`src/rtl/pie_tx_gen.sv`:
```
// pie_tx_gen: PIE line encoder with a byte-wide frame buffer, delimiter, preamble/frame-sync and data symbols.
// Define PIE_TX_CRC_EN to compile in CRC5/CRC16 generation and the CRC state; otherwise crc_sel is ignored.
module pie_tx_gen #(
  parameter int MAX_BITS = 512,
  parameter int CNT_W    = 16
) (
  input  logic             clk,
  input  logic             reset,
  input  logic             wr_stb,
  input  logic [7:0]       wr_data,
  input  logic             start,
  input  logic [CNT_W-1:0] frame_len,
  input  logic             preamble_sel,
  input  logic [1:0]       crc_sel,
  input  logic [CNT_W-1:0] tari,
  input  logic [CNT_W-1:0] rtcal,
  input  logic [CNT_W-1:0] trcal,
  input  logic [CNT_W-1:0] delim,
  output logic             tx,
  output logic             busy,
  output logic             done,
  output logic             err
);

  localparam int          MAX_BYTES  = MAX_BITS / 8;
  localparam int          AW         = (MAX_BYTES > 1) ? $clog2(MAX_BYTES) : 1;
  localparam logic [AW:0] FULL       = (AW+1)'(MAX_BYTES);
  localparam logic [31:0] MAX_BITS_W = 32'(MAX_BITS);

  typedef enum logic [2:0] {
    IDLE,
    DELIM,
    SYNC,
    DATA,
    CRC,
    FINISH
  } state_t;

  state_t           state;
  state_t           next_state;
  logic [2:0]       phase;
  logic [2:0]       next_phase;
  logic [CNT_W-1:0] cnt;
  logic [CNT_W-1:0] seg_len;
  logic             seg_end;
  logic             sym_end;
  logic             line;
  logic             cur_bit;

  logic [CNT_W-1:0] bit_idx;
  logic [AW:0]      wr_ptr;
  logic [7:0]       mem [MAX_BYTES];
  logic             buf_bit;
  logic             wr_ok;

  logic [CNT_W-1:0] tari_q;
  logic [CNT_W-1:0] rtcal_q;
  logic [CNT_W-1:0] trcal_q;
  logic [CNT_W-1:0] delim_q;
  logic [CNT_W-1:0] len_q;
  logic             pre_q;
  logic [CNT_W-1:0] tari3;

  logic             len_ok;
  logic             start_ok;

  // Zero-length segments would never reach terminal count, so clamp all latched timings to >= 1.
  function automatic logic [CNT_W-1:0] nz(input logic [CNT_W-1:0] v);
    return (v == '0) ? CNT_W'(1) : v;
  endfunction

  assign len_ok   = (frame_len != '0) && (32'(frame_len) <= MAX_BITS_W);
  assign start_ok = (state == IDLE) && start && len_ok;
  assign wr_ok    = wr_stb && (state == IDLE) && (wr_ptr != FULL);
  assign tari3    = tari_q + {tari_q[CNT_W-2:0], 1'b0};
  assign buf_bit  = mem[bit_idx[AW+2:3]][~bit_idx[2:0]];

`ifdef PIE_TX_CRC_EN
  logic [1:0]  crc_sel_q;
  logic [4:0]  crc5;
  logic [15:0] crc16;
  logic [4:0]  crc_idx;
  logic        crc_on;
  logic        crc_bit;
  logic        crc_last;

  assign crc_on   = (crc_sel_q == 2'b01) || (crc_sel_q == 2'b10);
  // CRC5 goes out as-is; CRC16 goes out ones-complemented, both MSB first.
  assign crc_bit  = (crc_sel_q == 2'b01) ? crc5[3'd4 - crc_idx[2:0]]
                                         : ~crc16[4'd15 - crc_idx[3:0]];
  assign crc_last = (crc_sel_q == 2'b01) ? (crc_idx == 5'd4) : (crc_idx == 5'd15);

  always_ff @(posedge clk) begin
    if (reset) begin
      crc_sel_q <= 2'b00;
      crc5      <= '0;
      crc16     <= '0;
      crc_idx   <= '0;
    end else if (start_ok) begin
      crc_sel_q <= crc_sel;
      crc5      <= 5'b01001;
      crc16     <= 16'hFFFF;
      crc_idx   <= '0;
    end else begin
      if (sym_end && (state == DATA)) begin
        crc5  <= {crc5[3:0], 1'b0}   ^ ((buf_bit ^ crc5[4])  ? 5'b01001   : 5'b00000);
        crc16 <= {crc16[14:0], 1'b0} ^ ((buf_bit ^ crc16[15]) ? 16'h1021 : 16'h0000);
      end
      if (sym_end && (state == CRC)) begin
        crc_idx <= crc_idx + 5'd1;
      end
    end
  end
`else
  logic unused_crc_sel;
  assign unused_crc_sel = ^crc_sel;
`endif

  always_comb begin
    next_state = state;
    next_phase = phase;
    seg_len    = '0;
    line       = 1'b1;
    cur_bit    = buf_bit;
`ifdef PIE_TX_CRC_EN
    if (state == CRC) cur_bit = crc_bit;
`endif

    // Segment length and line level; even phases are high, odd phases low.
    case (state)
      DELIM: begin
        line    = 1'b0;
        seg_len = delim_q;
      end
      SYNC: begin
        line = ~phase[0];
        case (phase)
          3'd2:    seg_len = rtcal_q;
          3'd4:    seg_len = trcal_q;
          default: seg_len = tari_q;
        endcase
      end
      DATA, CRC: begin
        line    = ~phase[0];
        seg_len = (!phase[0] && cur_bit) ? tari3 : tari_q;
      end
      default: ;
    endcase

    seg_end = (cnt == seg_len);
    sym_end = seg_end && phase[0] && ((state == DATA) || (state == CRC));

    case (state)
      IDLE: begin
        if (start_ok) begin
          next_state = DELIM;
          next_phase = 3'd0;
        end
      end
      DELIM: begin
        if (seg_end) begin
          next_state = SYNC;
          next_phase = 3'd0;
        end
      end
      SYNC: begin
        if (seg_end) begin
          if (phase == (pre_q ? 3'd5 : 3'd3)) begin
            next_state = DATA;
            next_phase = 3'd0;
          end else begin
            next_phase = phase + 3'd1;
          end
        end
      end
      DATA: begin
        if (seg_end) begin
          if (!phase[0]) begin
            next_phase = 3'd1;
          end else begin
            next_phase = 3'd0;
            if (bit_idx == (len_q - CNT_W'(1))) begin
`ifdef PIE_TX_CRC_EN
              next_state = crc_on ? CRC : FINISH;
`else
              next_state = FINISH;
`endif
            end
          end
        end
      end
`ifdef PIE_TX_CRC_EN
      CRC: begin
        if (seg_end) begin
          if (!phase[0]) begin
            next_phase = 3'd1;
          end else begin
            next_phase = 3'd0;
            if (crc_last) next_state = FINISH;
          end
        end
      end
`endif
      FINISH:  next_state = IDLE;
      default: next_state = IDLE;
    endcase
  end

  assign tx   = line;
  assign busy = (state != IDLE);
  assign done = (state == FINISH);

  always_ff @(posedge clk) begin
    if (reset) begin
      state   <= IDLE;
      phase   <= 3'd0;
      cnt     <= '0;
      bit_idx <= '0;
      wr_ptr  <= '0;
      err     <= 1'b0;
      tari_q  <= '0;
      rtcal_q <= '0;
      trcal_q <= '0;
      delim_q <= '0;
      len_q   <= '0;
      pre_q   <= 1'b0;
    end else begin
      state <= next_state;
      phase <= next_phase;

      // Segment counter runs 1..seg_len and restarts at 1 on each new segment.
      if (next_state == IDLE)              cnt <= '0;
      else if ((state == IDLE) || seg_end) cnt <= CNT_W'(1);
      else                                 cnt <= cnt + CNT_W'(1);

      if (start_ok) begin
        bit_idx <= '0;
        tari_q  <= nz(tari);
        rtcal_q <= nz(rtcal);
        trcal_q <= nz(trcal);
        delim_q <= nz(delim);
        len_q   <= frame_len;
        pre_q   <= preamble_sel;
      end else if (sym_end && (state == DATA)) begin
        bit_idx <= bit_idx + CNT_W'(1);
      end

      if (state == FINISH)  wr_ptr <= '0;
      else if (wr_ok)       wr_ptr <= wr_ptr + (AW+1)'(1);

      if (start_ok) err <= 1'b0;
      if ((state == IDLE) && start && !len_ok) err <= 1'b1;
      if (wr_stb && ((state != IDLE) || (wr_ptr == FULL))) err <= 1'b1;
    end
  end

  always_ff @(posedge clk) begin
    if (!reset && wr_ok) mem[wr_ptr[AW-1:0]] <= wr_data;
  end

endmodule

```
`config.mk`:
```
export PLATFORM = sky130hd
export DESIGN_NAME = pie_tx_gen
export DESIGN_NICKNAME = d
export VERILOG_FILES = /design/src/rtl/pie_tx_gen.sv
export SDC_FILE = /design/constraint.sdc
export NUM_CORES = 1
export LEC_CHECK = 0
export BUFFER_PORTS_ARGS = -buffer_cell sky130_fd_sc_hd__buf_2
export CAP_MARGIN = 10
export CORE_MARGIN = 8
export CORE_UTILIZATION = 45
export CTS_BUF_LIST = sky130_fd_sc_hd__clkbuf_8
export DETAILED_ROUTE_END_ITERATION = 10
export SLEW_MARGIN = 20
export SYNTH_ARGS = -nofsm -noshare
export SYNTH_HDL_FRONTEND = slang
export SYNTH_SLANG_ARGS = --single-unit
```
`constraint.sdc`:
```
create_clock -name clk -period 4.4 [get_ports clk]
set_clock_uncertainty 0.05 [all_clocks]
set_input_delay 0.22 -clock clk [delete_from_list [all_inputs] [get_ports clk]]
set_output_delay 0.22 -clock clk [all_outputs]
set_load 0.005 [all_outputs]
```
### Word-level counts from Yosys, hierarchy flattened

Memory sizes are Yosys's and may differ from the RTL's. A register that Yosys moved wholly into a read port is not among the register bits.
Cells that the tools add are included.

* memories: 1
* bits in latches: 0
* input bits: 95
* word-level logic and storage cells: 109
* bits in read-only memories: 0
* register bits after elaboration: 127
* bits in writable memories: 512

Memory list
* mem: depth 64, bits a word 8, read ports 1, clocked after Yosys merged registers in 1, wr ports 1, RTL line 52 `logic [7:0] mem [MAX_BYTES];`

* mux-type cells: 34
* equality and inequality tests: 16
* shift-type cells: 0
* reductions and logical operators: 35
* multiply operators: 0
* div/mod/pow operators: 0
* $add $sub $neg: 6
* bitwise logic cells: 2
* $lt $le $gt $ge: 2

Operators by type and width (number)
* two-way mux 16 bit: 5
* logical NOT 16 bit: 4
* case mux 16 bit (3 select lines): 1
* two-way mux 3 bit: 13
* adder 16 x 1 -> 16 bit, second input constant: 2
* == test 16 bit: 2
* case mux 16 bit (2 select lines): 1
* case mux 3 bit (4 select lines): 2
* adder 16 bit: 1
* less-or-equal comparator 16 x 10 -> 1 bit, second input constant: 1
* nonzero test 16 bit: 1
* subtractor 16 x 1 -> 16 bit, second input constant: 1
* logical AND 1 bit: 12
* two-way mux 6 bit: 2
* == test 3 x 2 -> 1 bit, second input constant: 3
* == test 3 bit, second input constant: 3
* two-way mux 1 bit: 8
* inequality test 2 bit, second input constant: 4
* OR reduction 2 bit: 4
* adder 7 x 1 -> 7 bit, second input constant: 1
* == test 7 bit, second input constant: 1
* inequality test 7 bit, second input constant: 1
* logical NOT 3 bit: 2
* nonzero test 3 bit: 2
* 13 further kinds: 18

### Logic depth before layout (Yosys ltp)

Gate-level depths: netlist (run 1).

* depth after elaboration: 12
* mapped depth: 21

### Worst setup path after synthesis (run 1)

Ideal clock, no wire load.

* kind: register to register
* start: register (tool-made name)
* end: register (tool-made name)
* library setup time: 78 ps
* path slack: -262 ps
* cell stages (with the launch flop): 18
* arrival: 4534 ps
* cell sequence: dfxtp_1 -> buf_4 -> buf_6 -> mux4_2 -> mux4_2 -> mux2_2 -> a2111oi_2 -> o31ai_1 -> nor3_1 -> a211o_2 -> buf_8 -> mux2_1 -> nor3_1 -> o2111ai_1 -> nor4_4 -> nand4_1 -> or4b_1 -> a21oi_1

==> flow_metrics.env, run 1 <==
export IMPL_drive_gt1_share_pct=27.7
export IMPL_grt_pass1_vias=18600
export IMPL_root_buffer="clkbuf_8"
export IMPL_drc=0
export IMPL_clk_path_buf_depth=3
export IMPL_synth_seq_area_share_pct=65.5
export IMPL_synth_area_per_cell_um2=14.6
export IMPL_final_hold_viol_count=0
export IMPL_grt_antenna_before_repair=7
export IMPL_drtIter0Drc=1821
export IMPL_track_usage_pct=22.2
export IMPL_final_max_slew_viol_count=0
export IMPL_fin_tns_setup_ns=-9.58
export IMPL_grt_ovfl_total=0
export IMPL_layout_min_cycle_time_ns=4.76
export IMPL_die_x_um=263
export IMPL_ant_nets=0
export IMPL_setup_viol=44
export IMPL_die_area_um2=69400
export IMPL_crit_path_end_kind="flip-flop"
export IMPL_area_growth_pct=22.0
export IMPL_min_from="wr_data[0]"
export IMPL_peakVddDrop_mv=0.284
export IMPL_tightest_slew_ns=1.10
export IMPL_timing_final_crit_share_pct=108
export IMPL_worstPathCellList="buf_12 -> buf_12 -> mux4_2 -> mux4_2 -> mux2_4 -> a2111oi_4 -> o31ai_2 -> nor3_2 -> buf_4 -> a211o_4 -> buf_4 -> mux2_2 -> a2111o_1 -> o2111ai_2 -> nor4_4 -> buf_6 -> nand3_4 -> buf_6 -> buf_4 -> mux2i_1 -> o41ai_1"
export IMPL_failed_checks="negative setup slack"
export IMPL_grt_pass1_wl_um=117000
export IMPL_path_clk_slew_ns=0.06
export IMPL_netlist_area_um2=27600
export IMPL_rows=90
export IMPL_hpwl_um=51900
export IMPL_hold_end="mem[29][0]"
export IMPL_power_density_nw_per_um2=355
export IMPL_htree_levels=3
export IMPL_ys_async_sr_fraction_pct=0
export IMPL_utilization_pct=55.6
export IMPL_r2r_end="phase[0]"
export IMPL_ios=99
export IMPL_grt_max_degree=65
export IMPL_p_leak_nw=11.5
export IMPL_max_cap_violations=0
export IMPL_fin_ws_ns=-0.357
export IMPL_wl_per_cell_um=25.2
export IMPL_rsz0062_at_grt="yes"
export IMPL_place_gp_congestion=0.929
export IMPL_yosys_register_bits=645
export IMPL_cpMaxStageDelayCell="mux4_2"
export IMPL_cpPeakStageDelay_ns=0.48
export IMPL_cp_common_cell="buf_4"
export IMPL_core_um2=60500
export IMPL_crit_arrival_ns=5.29
export IMPL_synth_edf_count=512
export IMPL_via_per_inst=5.93
export IMPL_critPathKind="flip-flop to flip-flop"
export IMPL_fillCellCount=4798
export IMPL_yosysWarnings=0
export IMPL_drt_first_pass_iters=7
export IMPL_wl_um=79100
export IMPL_fmax_mhz=210
export IMPL_cts_buffers=104
export IMPL_rrSetupSlack_ns=-0.36
export IMPL_nNetsFinal=2376
export IMPL_start_kind="flip-flop"
export IMPL_whs_path_depth=1
export IMPL_die_h_um=263
export IMPL_cp_required_ns=4.94
export IMPL_status="finished with violations"
export IMPL_synthCells=1884
export IMPL_netlist_cell_type_count=71
export IMPL_cts_sinks=645
export IMPL_worstSkewPairLatency_ns=0.73
export IMPL_hp_class="primary input to flip-flop"
export IMPL_syn_nets=2002
export IMPL_path_max_fanout=6
export IMPL_initial_core_util_pct=45.6
export IMPL_r2r_cells=21
export IMPL_cts_tree="done"
export IMPL_slew_headroom_pct=26.3
export IMPL_place_port_buffers=96
export IMPL_vias=18600
export IMPL_ys_flop_type="edfxtp_1"
-- cell type report --
type                       instances  area (um^2)  share of cell area (%)
clock inverter                    87          508                    1.51
timing repair buffer             382         3160                    9.40
antenna                            8         20.0                  0.0596
sequential                       645        18000                    53.7
multi-input combinational       1102         9300                    27.7
tap                              782          978                    2.91
inverter                          23         86.3                   0.257
clock buffer                     110         1510                    4.50
-- metal layers --
metal | vias to the layer above | global-route usage, % | wire, um
met4 | 0 | 9.01 | 3040
met2 | 788 | 35.9 | 37700
li1 | 8197 | - | -
met1 | 9433 | 29.3 | 33400
met5 | - | 0 | 0
met3 | 206 | 4.40 | 4950
-- Yosys cell counts (11+ instances only) --
cell      count  area [um^2]
a2111o_1     11          124
a21oi_1      69          345
a22o_1       59          517
a22oi_1      46          345
a31oi_1      20          125
and2_1       12         75.1
and3_1       17          106
buf_2        23          115
buf_4        12         90.1
clkbuf_1     67          251
dfxtp_1     133         2660
edfxtp_1    512        15400
ha_1         22          275
inv_1        23         86.3
mux2i_1      32          320
mux4_2      128         2880
nand2_1     139          522
nand2b_1     13         81.3
nand3_1      54          270
nand4_1      14         87.6
nor2_1      149          559
nor2b_1      15         93.8
nor3_1       73          365
nor4_1       26          163
o21ai_0      22          110
or3_1        22          138
xnor2_1      28          245
xor2_1       23          201
-- what timing repair did --
| item | 4_1_cts | 5_1_grt |
|---|---|---|
| pin swaps | 29 | 10 |
| setup buffers | 17 | 5 |
| hold buffers | 80 | 0 |
| gates resized for setup | 45 | 39 |
| setup endpoints to repair | 44 | 44 |
| cloned | 3 | 1 |
| endpoints found under the hold margin | 86 | 0 |
-- per-stage QoR --
step                area [um^2]  hold slack [ns]  worst slack [ns]  total power (W)  cells
floorplan                 27600            0.269            -0.130          0.00678   1884
global placement          30100            0.396            -0.675          0.00695   2830
detailed placement        30100            0.400            -0.697          0.00696   2830
CTS                       33400            0.109            -0.424           0.0120   3127
global route              33600           0.0241            -0.546           0.0123   3138
finish                    33600           0.0319            -0.357           0.0119   3139
-- critical path: cells and delay by family (launching register included) --
kind,cells,cell delay (ns)
simple gates,3,0.35
flops,1,0.36
compound gates,6,1.14
mux,5,1.78
buf+inv,7,0.97
-- cells in the final DEF, fill, tap and decap left out, types with 19 or more instances in the layout --
cell	synthesis	layout
ha_1	22	22
a22o_1	59	59
xnor2_1	28	26
or3_1	22	20
inv_1	23	61
dfxtp_1	133	130
o21ai_0	22	20
a21oi_1	69	63
xor2_1	23	23
buf_2	23	94
edfxtp_1	512	512
a22oi_1	46	43
nand2_1	139	138
dlygate4sd3_1	0	80
buf_12	0	19
nor2_1	149	136
clkinv_1	0	22
mux2i_1	32	29
nor3_1	73	66
clkbuf_8	0	110
mux4_2	128	128
nand3_1	54	54
buf_4	12	175
nor4_1	26	24
-- power by group --
| group | total [W] | internal, W | switching, W |
|---|---|---|---|
| clock | 0.00502 | 0.00262 | 0.00240 |
| sequential | 0.00659 | 0.00658 | 0.00000614 |
| combinational | 0.000319 | 0.000120 | 0.000199 |
| total | 0.0119 | 0.00932 | 0.00260 |
-- how the worst max path moves through the flow --
stage	depth (start not counted)	end	from	slack, ns
CTS	20	flip-flop	flip-flop	-0.42
global placement	19	flip-flop	flip-flop	-0.67
detailed placement	18	flip-flop	flip-flop	-0.70
global route	20	flip-flop	flip-flop	-0.55
floorplan	17	flip-flop	flip-flop	-0.13
finish	21	phase[0]	flip-flop	-0.36
-- cell families after synthesis --
| group | Yosys count | synth area share (%) |
|---|---|---|
| mux | 174 | 12.2 |
| compound gates | 284 | 7.35 |
| fa+ha+maj | 23 | 1.07 |
| flops | 645 | 65.5 |
| simple gates | 569 | 10.0 |
| buf+inv | 138 | 2.31 |
| xor+xnor | 51 | 1.62 |
-- sequential cells by signal, indices dropped and copies added, names as in the netlist, named ones only --
register and flops:
bit_idx 16, err 1, cnt 16, phase 3, tari_q 16, wr_ptr 7
pre_q 1, state 3, rtcal_q 16, mem 512, trcal_q 16, delim_q 16
len_q 16
(Power assumes the default switching activity.)
==> inputs of run 2 (changes only) <==
CORE_ASPECT_RATIO = 0.5   (was unset)
CORE_UTILIZATION = 55   (was 45)
PLACE_DENSITY = 0.75   (was unset)
==> flow_metrics.env, run 2 (synthesis results as in run 1) <==
export IMPL_worstSkewPairLatency_ns=0.67
export IMPL_track_usage_pct=24.5
export IMPL_place_gp_congestion=0.964
export IMPL_slew_headroom_pct=25.2
export IMPL_layout_commonest_cell="edfxtp_1"
export IMPL_post_place_ws_ns=-0.557
export IMPL_grt_max_degree=65
export IMPL_area_growth_pct=19.1
export IMPL_final_hold_viol_count=0
export IMPL_grt_pass1_wl_um=109000
export IMPL_hp_class="primary input to flip-flop"
export IMPL_r2r_end="bit_idx[5]"
export IMPL_critPathKind="flip-flop to flip-flop"
export IMPL_grt_antenna_before_repair=3
export IMPL_ant_nets=0
export IMPL_tightest_slew_ns=1.12
export IMPL_rsz0062_at_grt="yes"
export IMPL_ios=99
export IMPL_utilization_pct=65.8
export IMPL_worstPathCellList="buf_12 -> mux4_2 -> mux4_2 -> mux2_4 -> a2111oi_4 -> o31ai_2 -> nor3_2 -> buf_4 -> a211o_4 -> buf_6 -> mux2i_1 -> a2111o_1 -> o41ai_2 -> nor4_4 -> buf_6 -> nand4_1 -> or4b_1 -> a21oi_2"
export IMPL_initial_core_util_pct=55.3
export IMPL_crit_path_end_kind="flip-flop"
export IMPL_layout_min_cycle_time_ns=4.96
export IMPL_grt_pass1_vias=17900
export IMPL_crit_arrival_ns=5.47
export IMPL_place_port_buffers=96
export IMPL_most_common_layout_cells="512 x edfxtp_1, 146 x nor2_1, 144 x buf_4"
export IMPL_fmax_mhz=202
export IMPL_peakVddDrop_mv=0.214
export IMPL_r2r_cells=18
export IMPL_rrSetupSlack_ns=-0.56
export IMPL_die_x_um=333
export IMPL_vias=18400
export IMPL_endpoint="bit_idx[5]"
export IMPL_wl_um=73300
export IMPL_power_density_nw_per_um2=347
export IMPL_p_total_w=0.0114
export IMPL_cts_tree="done"
export IMPL_drt_first_pass_iters=6
export IMPL_die_h_um=174
export IMPL_path_max_fanout=5
export IMPL_cpPeakStageDelay_ns=0.58
export IMPL_cpMaxStageDelayCell="or4b_1"
export IMPL_final_max_slew_viol_count=0
export IMPL_max_cap_violations=0
export IMPL_path_clk_slew_ns=0.08
export IMPL_drtIter0Drc=2186
export IMPL_timing_final_crit_share_pct=113
export IMPL_largest_register_ffs=512
export IMPL_status="finished with violations"
export IMPL_htree_levels=3
export IMPL_start_kind="flip-flop"
export IMPL_cts_sinks=645
export IMPL_p_leak_nw=11.1
export IMPL_core_um2=49900
export IMPL_nNetsFinal=2332
export IMPL_wl_per_cell_um=24.9
export IMPL_drive_gt1_share_pct=25.3
export IMPL_cts_buffers=90
export IMPL_cp_required_ns=4.92
export IMPL_hpwl_um=47000
export IMPL_die_area_um2=58000
export IMPL_failed_checks="negative setup slack"
export IMPL_rows=58
export IMPL_via_per_inst=6.27
export IMPL_clk_path_buf_depth=3
export IMPL_fin_ws_ns=-0.557
export IMPL_grt_ovfl_total=0
export IMPL_root_buffer="clkbuf_8"
export IMPL_setup_viol=44
export IMPL_drc=0
run 2: worst max-delay path, delay by kind of cell, from the launching register on:
kind            cells  cell delay, ns
flops               1            0.41
mux                 4            1.53
simple gates        4            1.22
buf+inv             4            0.61
compound gates      6            1.02
run 2: worst min path at each step:
| stage | from | to | cells past startpoint |
|---|---|---|---|
| 6_report | reset | len_q[0] | 3 |
| 5_1_grt | reset | len_q[1] | 3 |
| 4_1_cts | reset | len_q[7] | 3 |
| 3_5_place_dp | trcal_q[11] | trcal_q[11] | 2 |
| 3_3_place_gp | delim_q[10] | delim_q[10] | 2 |
| 2_1_floorplan | wr_data[0] | mem[0][0] | 0 |
run 2: power breakdown:
part | switching, W | internal [W] | total, W | leakage [nW]
Combinational | 0.000186 | 0.000118 | 0.000304 | 4.44
Clock | 0.00227 | 0.00224 | 0.00451 | 0.977
Sequential | 0.00000707 | 0.00658 | 0.00658 | 5.68
Total | 0.00246 | 0.00894 | 0.0114 | 11.1
run 2: what timing repair did:
action	4_1_cts	5_1_grt
pin swaps	6	12
gates cloned	2	1
setup endpoints to repair	44	44
endpoints found under the hold margin	78	16
gates resized for setup	30	25
hold buffers	78	1
buffers inserted	13	2
run 2: final cells by class:
| cell class | instances | area (um^2) |
|---|---|---|
| diodes | 4 | 10.0 |
| repair buffers | 352 | 2960 |
| clock inverters | 64 | 410 |
| inverters | 23 | 86.3 |
| fillers | 3268 | 17000 |
| flip-flops and latches | 645 | 18000 |
| well taps | 660 | 826 |
| multi-input cells | 1102 | 9190 |
| clock buffers | 94 | 1290 |
run 2: through the flow:
stage          instance area [um^2]  cells  setup TNS (ns)  hold WS [ns]
3_5_place_dp                  29900   2685          -18.18         0.398
2_1_floorplan                 27600   1884          -0.540         0.269
5_1_grt                       32800   2942          -26.63        0.0339
4_1_cts                       32600   2936          -13.04       0.00254
3_3_place_gp                  29800   2685          -16.33         0.394
6_report                      32800   2944          -19.44        0.0565
run 2: layer usage:
metal,vias up,global-route usage [%],share of wire (%)
met2,1024,39.6,47
li1,8068,-,-
met3,228,5.77,9.7
met1,9128,32.5,39
met5,-,0,0
met4,0,9.18,3.7
